File: src/rtl/knn_list_ctrl.sv
// Sequencer for the KNN neighbour list: clears the list, streams candidates
// into it, then reads the K nearest entries out over a valid/ready port.
module knn_list_ctrl #(
  parameter int DATA_W = 32,
  parameter int LABEL  = 8,
  parameter int K      = 4,
  parameter int N_W    = 16
) (
  input  logic                      clk,
  input  logic                      rst,
  input  logic                      start,
  input  logic [N_W-1:0]            n_train,
  input  logic                      cand_valid,
  output logic                      cand_ready,
  input  logic [DATA_W-1:0]         dist_in,
  input  logic [LABEL-1:0]          label_in,
  output logic                      list_clear,
  output logic                      list_start,
  output logic                      list_valid,
  output logic [DATA_W-1:0]         list_dist,
  output logic [LABEL-1:0]          list_label,
  output logic [$clog2(K)-1:0]      rd_idx,
  input  logic [DATA_W+LABEL-1:0]   rd_data,
  output logic                      nb_valid,
  input  logic                      nb_ready,
  output logic [DATA_W-1:0]         nb_dist,
  output logic [LABEL-1:0]          nb_label,
  output logic                      nb_last,
  output logic                      busy,
  output logic                      done
);

  localparam int KW = $clog2(K);

  typedef enum logic [2:0] {
    S_IDLE,
    S_CLEAR,
    S_STREAM,
    S_DRAIN,
    S_READ,
    S_DONE
  } state_t;

  state_t          r_state;
  state_t          w_nextState;
  logic [N_W-1:0]  r_remain;
  logic [KW-1:0]   r_rdIdx;
  logic            w_accept;
  logic            w_nbFire;
  logic            w_last;

  assign w_accept = (r_state == S_STREAM) && cand_valid;
  assign w_nbFire = (r_state == S_READ) && nb_ready;
  assign w_last   = (r_rdIdx == KW'(K - 1));
  assign rd_idx   = r_rdIdx;

  // STREAM leaves on the final accept, so the remaining count never wraps below zero.
  always_comb begin
    w_nextState = r_state;
    case (r_state)
      S_IDLE:   if (start) w_nextState = S_CLEAR;
      S_CLEAR:  w_nextState = (r_remain != '0) ? S_STREAM : S_DRAIN;
      S_STREAM: if (w_accept && (r_remain == N_W'(1))) w_nextState = S_DRAIN;
      S_DRAIN:  w_nextState = S_READ;
      S_READ:   if (w_nbFire && w_last) w_nextState = S_DONE;
      S_DONE:   w_nextState = S_IDLE;
      default:  w_nextState = S_IDLE;
    endcase
  end

  always_comb begin
    cand_ready = 1'b0;
    list_clear = 1'b0;
    list_start = 1'b0;
    list_valid = 1'b0;
    list_dist  = '0;
    list_label = '0;
    nb_valid   = 1'b0;
    nb_dist    = '0;
    nb_label   = '0;
    nb_last    = 1'b0;
    busy       = 1'b1;
    done       = 1'b0;
    case (r_state)
      S_IDLE:  busy = 1'b0;
      S_CLEAR: list_clear = 1'b1;
      S_STREAM: begin
        cand_ready = 1'b1;
        list_start = 1'b1;
        list_valid = cand_valid;
        list_dist  = dist_in;
        list_label = label_in;
      end
      S_READ: begin
        nb_valid = 1'b1;
        nb_dist  = rd_data[DATA_W+LABEL-1:LABEL];
        nb_label = rd_data[LABEL-1:0];
        nb_last  = w_last;
      end
      S_DONE:  done = 1'b1;
      default: busy = 1'b1;
    endcase
  end

  always_ff @(posedge clk) begin
    if (rst) begin
      r_state  <= S_IDLE;
      r_remain <= '0;
      r_rdIdx  <= '0;
    end else begin
      r_state <= w_nextState;
      case (r_state)
        S_IDLE:   if (start) r_remain <= n_train;
        S_STREAM: if (w_accept) r_remain <= r_remain - N_W'(1);
        S_READ:   if (w_nbFire) r_rdIdx <= r_rdIdx + KW'(1);
        S_DONE:   r_rdIdx <= '0;
        default:  r_rdIdx <= r_rdIdx;
      endcase
    end
  end

endmodule

File: config.mk
export PLATFORM = sky130hd
export DESIGN_NAME = knn_list_ctrl
export DESIGN_NICKNAME = d
export VERILOG_FILES = /design/src/rtl/knn_list_ctrl.sv
export SDC_FILE = /design/constraint.sdc
export NUM_CORES = 1
export LEC_CHECK = 0
export CORE_MARGIN = 2
export CORE_UTILIZATION = 33
export DETAILED_ROUTE_END_ITERATION = 8
export GPL_TIMING_DRIVEN = 1
export PLACE_DENSITY = 0.88
export SLEW_MARGIN = 25
export SYNTH_ARGS = -nofsm -noshare
export SYNTH_HDL_FRONTEND = slang
export SYNTH_SLANG_ARGS = --single-unit
File: constraint.sdc
create_clock -name clk -period 3.75 [get_ports clk]
set_input_delay 0.75 -clock clk [delete_from_list [all_inputs] [get_ports clk]]
set_output_delay 0.75 -clock clk [all_outputs]
set_load 0.01 [all_outputs]
==> flow_summary_export.csv <==
group,metric,value,unit
yosys,synth_top_family_by_area,"simple AND/OR/NAND/NOR gates",
yosys,ys.warnings.count,0,
critical_path,reg2reg_from,"r_state[1]",
yosys,synth-xor-area-share,0.00894,
route,wl_per_cell,14.5,um
pwr,pwr-share-seq,0.224,
clock_tree,clock_latency,0.27,ns
yosys,syn-instance-count,267,
layout,nets,548,
layout,final_cell_mix,"clkdlybuf4s50_1 (190), and2_1 (84), dfxtp_1 (21)",
route,drt-initial-drc-count,189,
timing,setup_violations,0,
yosys,avgSynthCellArea,7.34,um2
route,drc,0,
critical_path,cp-end-kind,"primary output",
critical_path,r2r_end,"r_remain[10]",
floorplan,die_h,81.1,um
placement,dpl_cell_area,0.00389,mm2
min_path,hold_depth,2,
route,vias,2550,
pwr,p_int,1.02,mW
global_routing,overflow,0,
timing,maxSlewHeadroom,0.472,
floorplan,die_width,81.1,um
status,outcome,"completed",
placement,io_buffers,190,
yosys,yosys.area.top_type,"and2_1",
clock_tree,clkTransAtPathRegs,0.09,ns
critical_path,path_class,"reg -> out",
timing,drv_slew,0,
pwr,power_density,465,mW/mm2
min_path,holdCritStartpoint,"r_remain[6]",
clock_tree,clock_path_buffers,2,
clock_tree,cts_tree,"done",
yosys,synth.distinct_cells,53,
timing,finClkSkew,0.00408,ns
yosys,synth_area,0.00196,mm2
critical_path,crit_path_max_fanout,51,
floorplan,num_io_pins,191,
yosys,seq_area_frac_synth,0.215,
route,vias_per_cell,4.92,
critical_path,worstSetupStartpointType,"flop",
placement,dp.final_hpwl,5990,um
layout,final_cells,518,
layout,finish.instance_area,0.00393,mm2
critical_path,r2r_cells,6,
global_routing,grt_max_degree,52,
floorplan,dieArea,0.00657,mm2
yosys,yosys.area_share.simple,0.509,
pwr,clockPowerShare,0.087,
placement,routabilityCongestion,0.768,
floorplan,core,0.00582,mm2
min_path,hold_class,"reg -> reg",
timing,grt_setup_unrepaired,"false",
critical_path,max_stage_delay,0.57,ns
timing,whs,0.498,ns
pwr,switching_share,0.445,
layout,final_layout_size_suffix_gt1_frac,0.0429,
clock_tree,cts_made_buffers,3,
global_routing,grt_pass1_wl,11200,um
clock_tree,cts.repair.resized,0,
job,max_cap_violations,0,
route,first_pass_iters,4,
timing,fin_crit_sh,0.926,
floorplan,num_rows,28,
critical_path,cp.buffers_inverters,2,
critical_path,cp.arrival,2.72,ns
critical_path,worstPathCellList,"or3b_4, inv_2, and2_1, clkdlybuf4s50_1",
yosys,netlist.area_leader.share,0.268,
clock_tree,cts_num_sinks,21,
placement,place_inst,514,
critical_path,crit_slowest_cell,"dfxtp_1",
timing,postLayoutSetupSlackWorst,0.278,ns
global_routing,antenna_found_initial,0,
pwr,p_leak,1.45,nW
yosys,synth.area.mux_share,0.0268,
layout,mostFrequentLayoutCell,"clkdlybuf4s50_1",
timing,max_freq,288,MHz
clock_tree,cts_setup_buffers,0,
layout,syn2layout_area_growth,101,%
yosys,synth_edf_count,0,
global_routing,track_usage,0.218,
pwr,comb_power_share,0.690,
pwr,p_sw,0.814,mW
yosys,synth_area_leaders,"and2_1 (27%), dfxtp_1 (21%), a21oi_1 (3.1%)",
timing,tns,0,ns
global_routing,grt_pass1_vias,2316,
placement,place_worst_setup_slack,0.592,ns
critical_path,required,3.00,ns
yosys,synth-adder-area-share,0.0192,
pwr,power,1.83,mW
min_path,worstHoldEndpoint,"r_remain[6]",
layout,antenna_cells,0,
yosys,synthArstFlopShare,0,
pwr,max-vdd-ir-drop,0.000383,V
clock_tree,cts_hold_buf,0,
timing,worst_pin_slew,0.790,ns
yosys,synth_compound_area_frac,0.155,
critical_path,rrSetupSlack,1.19,ns
route,ant_nets,0,
yosys,ys_ff_latch,21,
floorplan,initial_utilization,0.337,
yosys,syn-num-nets,371,
timing,hold_violations,0,
critical_path,crit_family,"buffers and inverters",
route,routed_wl,7520,um
yosys,synth-main-ff-cell,"dfxtp_1",
clock_tree,htreeDepth,1,
layout,fin_util,0.676,
clock_tree,clockRootBuffer,"clkbuf_8",
timing,min_period,3.47,ns
## flip-flops by register name, summed over array words and instances, names as in the netlist
signal / cells
r_remain: 16
rd_idx: 2
r_state: 3
## worst reg2reg max path: stages (launching register included)
cell      delay [ns]
dfxtp_1         0.57
or3b_4          0.56
inv_2           0.52
buf_4           0.29
nand4b_1        0.10
o32ai_1         0.27
a211oi_1        0.13
## kinds of logic after synthesis
family                     Yosys count
DFF                                 21
adders and majority gates            3
and+or+nand+nor                    160
AOI/OAI and AO/OA                   47
xor gates and xnor gates             2
muxes                                5
buffers and inverters               29
## cells in the mapped netlist, types with 3 or more instances
| library cell | number |
|---|---|
| and2_1 | 84 |
| dfxtp_1 | 21 |
| clkbuf_1 | 13 |
| a21oi_1 | 12 |
| nor2_1 | 11 |
| nand4_1 | 9 |
| nor3_1 | 9 |
| nand2_1 | 8 |
| nand3_1 | 7 |
| inv_1 | 6 |
| a21boi_0 | 5 |
| buf_2 | 5 |
| or4_1 | 5 |
| a211oi_1 | 4 |
| a31oi_1 | 4 |
| nand2b_1 | 4 |
| o21ai_0 | 4 |
| o21ai_1 | 4 |
| ha_1 | 3 |
| mux2i_1 | 3 |
| nand4b_1 | 3 |
| nor4_1 | 3 |
| or3_1 | 3 |
## power groups by stage
stage	combinational, mW	clock (mW)	sequential [mW]
detailed placement	1.25	0	0.408
finish	1.26	0.159	0.409
global route	1.38	0.167	0.426
floorplan	0.784	0	0.357
global placement	1.22	0	0.404
CTS	1.26	0.157	0.405
## worst max-delay path by stage
| stage | startpoint | to | slack (ns) | cells after the start |
|---|---|---|---|---|
| after floorplan | r_state[2] | nb_dist[23] | 1.63 | 4 |
| after global placement | r_state[1] | list_dist[3] | 0.66 | 4 |
| after detailed placement | r_state[1] | list_dist[12] | 0.59 | 4 |
| after CTS | r_state[1] | list_dist[12] | 0.29 | 4 |
| after global routing | r_state[1] | list_dist[3] | 0.11 | 4 |
| final | r_state[1] | list_dist[11] | 0.28 | 4 |
## per-layer routing
metal / global-route usage / up-vias / part of all wire / wire (um)
met1: 0.267 / 1157 / 0.40 / 2980
met4: 0.0288 / 0 / 0.0048 / 36
met2: 0.395 / 104 / 0.53 / 3980
li1: - / 1283 / - / -
met5: 0 / - / 0 / 0
met3: 0.0500 / 6 / 0.070 / 525
## layout make-up
class / instances / area [um2]
clock buffer: 3 / 41.3
clock inverter: 1 / 5.00
fill: 490 / 1880
inverter: 7 / 26.3
multi-input combinational: 217 / 1420
sequential: 21 / 420
tap: 75 / 93.8
timing repair buffer: 194 / 1930
Note: power is estimated with default switching activity, not from simulation.
